===== src/rtl/magic_pkg.sv =====
// rtl/magic_pkg.sv - shared opcodes, states and default sizes for the MAGIC NOR executor
package magic_pkg;

  localparam int NUM_CELLS_DEF = 32;
  localparam int ADDR_W_DEF    = 5;
  localparam int CNT_W_DEF     = 16;

  typedef enum logic [1:0] {
    OP_NOR2 = 2'b00,
    OP_INV1 = 2'b01,
    OP_READ = 2'b10,
    OP_END  = 2'b11
  } op_e;

  typedef enum logic [1:0] {
    ST_FETCH = 2'b00,
    ST_INIT  = 2'b01,
    ST_EVAL  = 2'b10,
    ST_OUT   = 2'b11
  } state_e;

endpackage


===== src/rtl/magic_row_cells.sv =====
// rtl/magic_row_cells.sv - one emulated crossbar row: single-bit cells, two read ports, one write port
module magic_row_cells
  import magic_pkg::*;
#(
  parameter int NUM_CELLS = NUM_CELLS_DEF,
  parameter int ADDR_W    = ADDR_W_DEF
) (
  input  logic              clk,
  input  logic              rst_n,
  input  logic              we_i,
  input  logic [ADDR_W-1:0] waddr_i,
  input  logic              wbit_i,
  input  logic [ADDR_W-1:0] raddr_a_i,
  input  logic [ADDR_W-1:0] raddr_b_i,
  output logic              rbit_a_o,
  output logic              rbit_b_o
);

  // Widened by one bit so the range test stays meaningful when NUM_CELLS == 2**ADDR_W
  localparam logic [ADDR_W:0] LIM = (ADDR_W + 1)'(NUM_CELLS);

  logic [NUM_CELLS-1:0] cells_q;

  always_ff @(posedge clk or negedge rst_n) begin
    if (!rst_n) begin
      cells_q <= '0;
    end else if (we_i && ({1'b0, waddr_i} < LIM)) begin
      cells_q[waddr_i] <= wbit_i;
    end
  end

  assign rbit_a_o = ({1'b0, raddr_a_i} < LIM) ? cells_q[raddr_a_i] : 1'b0;
  assign rbit_b_o = ({1'b0, raddr_b_i} < LIM) ? cells_q[raddr_b_i] : 1'b0;

endmodule


===== src/rtl/magic_nor_exec.sv =====
// rtl/magic_nor_exec.sv - sequential NOR/INV netlist executor emulating one MAGIC crossbar row
module magic_nor_exec
  import magic_pkg::*;
#(
  parameter int NUM_CELLS = NUM_CELLS_DEF,
  parameter int ADDR_W    = ADDR_W_DEF,
  parameter int CNT_W     = CNT_W_DEF
) (
  input  logic              clk,
  input  logic              rst_n,
  input  logic              load_valid,
  input  logic [ADDR_W-1:0] load_addr,
  input  logic              load_bit,
  input  logic              instr_valid,
  output logic              instr_ready,
  input  logic [1:0]        instr_op,
  input  logic [ADDR_W-1:0] instr_a,
  input  logic [ADDR_W-1:0] instr_b,
  input  logic [ADDR_W-1:0] instr_dst,
  output logic              out_valid,
  input  logic              out_ready,
  output logic              out_bit,
  output logic              done,
  output logic              err,
  output logic [CNT_W-1:0]  gate_cnt
);

  localparam logic [ADDR_W:0] LIM = (ADDR_W + 1)'(NUM_CELLS);

  state_e            state_q, state_d;
  op_e               op_q, op_in;
  logic [ADDR_W-1:0] a_q, b_q, dst_q, rd_addr_a, waddr;
  logic              alive_q, done_q, err_q, out_bit_q;
  logic [CNT_W-1:0]  gate_cnt_q;
  logic              accept, illegal, ok_a, ok_b, ok_d;
  logic              we, wbit, rd_a, rd_b;

  assign op_in  = op_e'(instr_op);
  assign accept = instr_valid && instr_ready;
  assign ok_a   = {1'b0, instr_a} < LIM;
  assign ok_b   = {1'b0, instr_b} < LIM;
  assign ok_d   = {1'b0, instr_dst} < LIM;

  // MAGIC cannot evaluate in place: the output cell must differ from every input cell
  always_comb begin
    illegal = 1'b0;
    case (op_in)
      OP_NOR2: illegal = !ok_a || !ok_b || !ok_d || (instr_dst == instr_a) || (instr_dst == instr_b);
      OP_INV1: illegal = !ok_a || !ok_d || (instr_dst == instr_a);
      OP_READ: illegal = !ok_a;
      default: illegal = 1'b0;
    endcase
  end

  always_ff @(posedge clk or negedge rst_n) begin
    if (!rst_n) state_q <= ST_FETCH;
    else        state_q <= state_d;
  end

  always_comb begin
    state_d = state_q;
    case (state_q)
      ST_FETCH: begin
        if (accept && !illegal) begin
          if (op_in == OP_NOR2 || op_in == OP_INV1) state_d = ST_INIT;
          else if (op_in == OP_READ)                state_d = ST_OUT;
        end
      end
      ST_INIT: state_d = ST_EVAL;
      ST_EVAL: state_d = ST_FETCH;
      ST_OUT:  if (out_ready) state_d = ST_FETCH;
      default: state_d = ST_FETCH;
    endcase
  end

  // Row write port: host loads in FETCH, LRS initialise in INIT, conditional reset in EVAL
  always_comb begin
    instr_ready = alive_q && (state_q == ST_FETCH) && !load_valid;
    out_valid   = (state_q == ST_OUT);
    rd_addr_a   = (state_q == ST_FETCH) ? instr_a : a_q;
    we          = 1'b0;
    waddr       = dst_q;
    wbit        = 1'b0;
    case (state_q)
      ST_FETCH: begin
        we    = load_valid;
        waddr = load_addr;
        wbit  = load_bit;
      end
      ST_INIT: begin
        we   = 1'b1;
        wbit = 1'b1;
      end
      ST_EVAL: begin
        we   = 1'b1;
        wbit = ~(rd_a | (rd_b & (op_q == OP_NOR2)));
      end
      default: we = 1'b0;
    endcase
  end

  always_ff @(posedge clk or negedge rst_n) begin
    if (!rst_n) begin
      op_q       <= OP_NOR2;
      a_q        <= '0;
      b_q        <= '0;
      dst_q      <= '0;
      alive_q    <= 1'b0;
      done_q     <= 1'b0;
      err_q      <= 1'b0;
      out_bit_q  <= 1'b0;
      gate_cnt_q <= '0;
    end else begin
      alive_q <= 1'b1;
      done_q  <= accept && (op_in == OP_END);
      if (accept) begin
        op_q  <= op_in;
        a_q   <= instr_a;
        b_q   <= instr_b;
        dst_q <= instr_dst;
      end
      if (accept && (op_in == OP_READ) && !illegal) out_bit_q <= rd_a;
      if (accept && (op_in == OP_END)) begin
        err_q      <= 1'b0;
        gate_cnt_q <= '0;
      end else begin
        if (accept && illegal) err_q <= 1'b1;
        if ((state_q == ST_EVAL) && (gate_cnt_q != '1)) gate_cnt_q <= gate_cnt_q + CNT_W'(1);
      end
    end
  end

  magic_row_cells #(
    .NUM_CELLS(NUM_CELLS),
    .ADDR_W   (ADDR_W)
  ) u_cells (
    .clk      (clk),
    .rst_n    (rst_n),
    .we_i     (we),
    .waddr_i  (waddr),
    .wbit_i   (wbit),
    .raddr_a_i(rd_addr_a),
    .raddr_b_i(b_q),
    .rbit_a_o (rd_a),
    .rbit_b_o (rd_b)
  );

  assign out_bit  = out_bit_q;
  assign done     = done_q;
  assign err      = err_q;
  assign gate_cnt = gate_cnt_q;

endmodule


===== config.mk =====
export PLATFORM = sky130hd
export DESIGN_NAME = magic_nor_exec
export DESIGN_NICKNAME = d
export VERILOG_FILES = /design/src/rtl/magic_pkg.sv /design/src/rtl/magic_row_cells.sv /design/src/rtl/magic_nor_exec.sv
export SDC_FILE = /design/constraint.sdc
export NUM_CORES = 1
export LEC_CHECK = 0
export BUFFER_PORTS_ARGS = -buffer_cell sky130_fd_sc_hd__buf_4
export CAP_MARGIN = 20
export CORE_UTILIZATION = 50
export CTS_CLUSTER_SIZE = 20
export DETAILED_ROUTE_END_ITERATION = 10
export PLACE_DENSITY = 0.7
export SETUP_SLACK_MARGIN = 0.4
export SYNTH_ARGS = -nofsm -noshare
export SYNTH_HDL_FRONTEND = slang
export SYNTH_SLANG_ARGS = --single-unit

===== constraint.sdc =====
create_clock -name clk -period 3.29 [get_ports clk]
set_clock_uncertainty 0.1 [all_clocks]
set_input_delay 0.1645 -clock clk [delete_from_list [all_inputs] [get_ports clk]]
set_output_delay 0.1645 -clock clk [all_outputs]
set_load 0.01 [all_outputs]

## Yosys cells after proc, flatten, opt, wreduce, memory -nomap -nowiden

Index checks and enable logic that the tools add are counted.

- Bits in registers: 71
- Output and inout port bits: 21
- Bits of input ports: 28

- Eq/ne operators: 12
- Reduce and logical (&&, ||, !) cells: 21
- Bitwise operators: 3
- Add/sub/neg operators: 1
- Muxes and demuxes: 21
- Order comparisons: 4

Operator list:

| operator | count |
|---|---|
| $bwmux W32 | 1 |
| $mux W16 | 2 |
| $lt A5 B6 Y1 const B | 3 |
| $add A16 B1 Y16 const B | 1 |
| $ne A16 B16 Y1 const B | 1 |
| $bmux W1 S5 | 2 |
| $eq A5 B5 Y1 | 2 |
| $logic_and A1 B1 Y1 | 10 |
| $mux W5 | 2 |
| $eq A2 B2 Y1 const B | 4 |
| $mux W2 | 4 |
| $pmux W2 S4 | 1 |
| $logic_not A2 Y1 | 3 |
| $demux W1 S5 | 1 |
| $ge A5 B1 Y1 const B | 1 |
| $mux W1 | 5 |
| $eq A2 B1 Y1 const B | 2 |
| $pmux W1 S2 | 2 |
| $reduce_bool A2 Y1 | 2 |
| $ne A3 B3 Y1 const B | 1 |
| $pmux W1 S3 | 1 |
| $reduce_and A3 Y1 | 1 |
| $logic_not A1 Y1 | 2 |
| $logic_or A1 B1 Y1 | 2 |
| other kinds (6) | 6 |

## Longest topological paths before layout

- Depth in word-level cells: 8
- Mapped depth: 11

## By module

Synthesis repeated with hierarchy kept, for this count alone.

- Cell total of the unflattened synthesis: 427
- Area, all modules: 4254.1 um2

By module, submodules not included:

| module | area each (um2) | times used | seq. area each (um2) | cells an instance |
|---|---|---|---|---|
| magic_nor_exec | 2183.3 | 1 | 975.9 | 229 |
| magic_row_cells | 2070.7 | 1 | 800.8 | 198 |

## Worst setup path before layout

OpenSTA, ideal clock, no wires.

- Kind: reg-to-reg
- Start point: register state_q[0]
- End point: register gate_cnt_q[10] (netlist: gate_cnt[10])
- Stages on the path, launching flop included: 12
- Data arrival time: 2299 ps
- Path slack: 769 ps
- Buffers on the path: 4
- Data required time: 3069 ps
- Cells stage by stage: dfrtp_1 > inv_1 > ha_1 > buf_2 > buf_2 > inv_2 > nor3b_1 > and2_1 > and3_1 > clkbuf_1 > buf_2 > nor2_1

- Longest elaborated chain between the ends: 6
- Elaborated cells on any way between the ends: 9
- Those cells by class: 1 x eq/ne; 1 x mux; 7 x reduce/logical

Ends and longest elaborated chain:

| element | line | text |
|---|---|---|
| start, declared | magic_nor_exec.sv:30 | `state_e state_q, state_d;` |
| start signal, assigned | magic_nor_exec.sv:57 | `else state_q <= state_d;` |
| $logic_not A2 Y1 (*) | magic_nor_exec.sv:78 | `instr_ready = alive_q && (state_q == ST_FETCH) && !load_valid;` |
| $logic_and A1 B1 Y1 (*) (2 in a row) | magic_nor_exec.sv:78 |  |
| named net instr_ready | magic_nor_exec.sv:15 | `output logic instr_ready,` |
| $logic_and A1 B1 Y1 (*) | magic_nor_exec.sv:39 | `assign accept = instr_valid && instr_ready;` |
| $logic_and A1 B1 Y1 (*) | magic_nor_exec.sv:123 | `if (accept && (op_in == OP_END)) begin` |
| $mux W16 or $reduce_bool A2 Y1 (tied branches) | -- |  |
| end signal, assigned | magic_nor_exec.sv:128 | `if ((state_q == ST_EVAL) && (gate_cnt_q != '1)) gate_cnt_q <= gate_cnt_q + CNT_W'(1);` |
| end, declared | magic_nor_exec.sv:34 | `logic [CNT_W-1:0] gate_cnt_q;` |

Mark *: on every way through the listed nets, which the timed path passes. The rest lies on a longest branch.
A chain may end at the register's enable or synchronous reset.

## Worst setup path after layout

- Start point: register state_q[0]
- End point: register out_bit_q (netlist: out_bit)

- Longest elaborated chain between the ends: 6
- Elaborated cells on any way between the ends: 9
- Those cells by class: 3 x mux; 6 x reduce/logical

Ends and longest elaborated chain:

| element | line | text |
|---|---|---|
| $logic_not A2 Y1 (*) | magic_nor_exec.sv:78, magic_nor_exec.sv:80 |  |
| parallel branches: the longest is 5 deep, another holds $mux W5 | -- |  |
| end signal, assigned | magic_nor_exec.sv:122 | `if (accept && (op_in == OP_READ) && !illegal) out_bit_q <= rd_a;` |
| end, declared | magic_nor_exec.sv:33 | `logic alive_q, done_q, err_q, out_bit_q;` |

Mark *: on every way between the ends. The select of a mux whose other input is x is not followed.

==> metrics.md <==
| Metric | Value |
|---|---|
| Outcome | `complete, but fails checks` |
| Violated checks | `DRC` |
| Largest net degree at the start of global routing | `72` |
| Drt initial violations | `245` |
| Max-Slew Margin vs Limit | `38.89%` |
| Wire length of the first global-routing pass | `19180 um` |
| Die ar. | `0.009622 sq mm` |
| Distinct cells, synth | `53` |
| Lkg Pwr | `0.002291 uW` |
| Initial antenna violation count | `0` |
| CTS tree | `yes` |
| CP Class | `flip-flop to flip-flop` |
| Vias in the first global route | `3673` |
| Row count | `34` |
| Sink Count | `71` |
| Crit Path Max Fanout | `23` |
| Final min period | `2743 ps` |
| Routability Congestion | `0.8221` |
| Fin worst setup slack | `547.4 ps` |
| Number of remaining DRC errors | `4` |
| IO buf count | `48` |
| Synth warn | `0` |
| TritonRoute pass-1 iters | `9` |
| Yosys reg bits | `71` |
| Critical Path AT | `2900 ps` |
| RSZ-0062 raised after global routing | `no` |
| Pwr/cell area | `985.2 mW/mm^2` |
| Core ar. | `0.008848 sq mm` |
| TNS Setup | `0 ps` |
| DP Wirelength | `7922 um` |
| CP Launch Type | `flip-flop` |
| Dpl ws | `335.3 ps` |
| Routed wire length per instance | `18.11 um` |
| Skew-Pair Late Insertion Delay | `370 ps` |
| Share of layout cells above drive strength 1 | `23.22%` |
| MaxCap Viol Count | `0` |
| Register area share after synthesis | `38.48%` |
| Max-slew violation count | `0` |
| Die height | `98.09 um` |
| Grt ovf | `0` |
| DRT antenna net count | `0` |
| Crit. End Element | `flip-flop` |
| Via count | `3813` |
| Initial Util | `52.18%` |
| Synthesis-to-finish area growth | `17.89%` |
| Fin crit share | `83.36%` |
| CTS Buffer Depth | `2` |
| N_diodes | `0` |
| Total Routed Length | `11870 um` |
| H-tree Lvls | `3` |
| CTS Buf Count | `9` |
| Die outline width | `98.09 um` |
| Slew @ Worst Pin | `916.6 ps` |
| Final Setup Violations | `0` |
| Post-synthesis instance area | `0.004617 sq mm` |
| VDD IR max | `536.7 uV` |
| Final Hold Vio Count | `0` |
| I/O pins | `49` |
| Synth Instances | `478` |
| Critical Path RT | `3440 ps` |
| Syn_area_per_cell | `9.659 sq um` |
| Root buffer cell | `clkbuf_8` |
| Post-synth EDFFs | `0` |
| HP Class | `input port to flip-flop` |
| Final net count | `575` |
| Vias per inst | `5.821` |
| Prevailing post-synth register cell | `dfrtp_1` |
| Asr flop ratio synth | `100.0%` |
| Fmax | `364.6 MHz` |
| GRT Overall Usage | `26.06%` |
| Most frequent cells in the layout | `dfrtp_1, nand2_1, nor2_1` |
| Worst-path clk slew | `90 ps` |
| Syn_nets | `511` |
| Most common cell after layout, fill and taps aside | `dfrtp_1` |
state kept, by name, summed over array words and instances, names as in the netlist:
name,count
a_q,5
alive_q,1
b_q,5
done,1
dst_q,5
err,1
gate_cnt,16
op_q,2
out_bit,1
state_q,2
u_cells.cells_q,32
final cells by class:
cell class / instances / area (sq um)
clock buffers: 9 / 123.9
inverters: 9 / 33.78
well taps: 108 / 135.1
fillers: 780 / 3406
flip-flops and latches: 71 / 1777
clock inverters: 7 / 86.33
repair buffers: 76 / 615.6
multi-input cells: 375 / 2671
path summary, 6_finish.rpt:
path | cells after the start | end | from | slack, ps
max in group asynchronous | 2 | u_cells.cells_q[20]$_DFFE_PN0P_ | rst_n | 2120
hold / removal | 4 | op_q[1]$_DFFE_PN0P_ | instr_valid | 80
setup / recovery | 10 | out_bit$_DFFE_PN0P_ | state_q[0]$_DFFE_PN0P_ | 550
hold reg to reg | 2 | a_q[4]$_DFFE_PN0P_ | a_q[4]$_DFFE_PN0P_ | 390
min in group asynchronous | 2 | err$_DFFE_PN0P_ | rst_n | 360
setup reg to reg | 10 | out_bit$_DFFE_PN0P_ | state_q[0]$_DFFE_PN0P_ | 550
critical path: stages, from the launching register on:
cell      delay (ps)
dfrtp_1          440
inv_1            120
ha_1             250
buf_4            320
nand2b_1         150
o32ai_2          300
a22oi_1          170
nand3_1          160
nand4_2          120
buf_4            220
mux2_2           280
where the power goes:
part           internal (uW)  switching, uW
clock                    367            386
sequential              1250            424
combinational           1170           1760
total                   2790           2570
cell usage after synthesis (all sizes together), types with 2 or more instances:
library cell | number | area share, %
buf | 15 | 2.9
o211ai | 2 | 0.33
mux4 | 9 | 5.0
xnor2 | 16 | 3.0
nand4b | 2 | 0.38
nor2 | 70 | 5.9
a21oi | 3 | 0.33
clkbuf | 6 | 0.60
inv | 9 | 0.73
o21ai | 36 | 6.3
ha | 5 | 1.4
a22oi | 8 | 1.3
nand3 | 39 | 4.2
nand2b | 7 | 1.1
o32ai | 5 | 0.95
and2 | 3 | 0.41
dfrtp | 71 | 38
a211oi | 3 | 0.49
and4 | 3 | 0.57
mux2 | 4 | 0.98
nand4 | 9 | 1.7
o22ai | 2 | 0.27
nand3b | 4 | 0.65
nand2 | 67 | 5.4
mux2i | 58 | 13
nor2b | 2 | 0.27
xor2 | 8 | 1.5
per-stage QoR:
step	instances	cell area [sq um]	util (%)	hold WS [ps]	total power (uW)
final	655	5443	61.51	82.83	5362
after global routing	655	5443	61.51	137.0	5714
after CTS	652	5389	60.90	66.36	5326
after detailed placement	618	4984	56.32	252.4	4531
after global placement	618	4984	56.32	250.8	4467
after floorplan	478	4617	-	-231.1	3824
repair_timing:
action / in CTS / in global routing
resized for setup: 2 / 7
pin swaps: 0 / 2
setup endpoints to repair: 1 / 38
hold endpoints to repair: 89 / 0
setup buffers: 0 / 3
hold buffers: 18 / 0
per-layer routing:
| metal | track usage, % | share of wire [%] |
|---|---|---|
| met1 | 35.06 | 44 |
| met2 | 42.90 | 49 |
| met3 | 4.223 | 4.7 |
| met4 | 8.858 | 1.7 |
| met5 | 0 | 0 |
kinds of logic (layout without fill, tap and decap cells):
kind of cell / after synthesis / after routing / share of synthesized area [%]
simple gates: 210 / 210 / 21.19
mux: 71 / 71 / 18.78
flops: 71 / 71 / 38.48
compound gates: 64 / 64 / 10.89
buf+inv: 32 / 101 / 4.661
xor+xnor: 24 / 24 / 4.553
fa+ha+maj: 5 / 5 / 1.355
other cells: 1 / 1 / 0.08122
(Power assumes the default switching activity.)
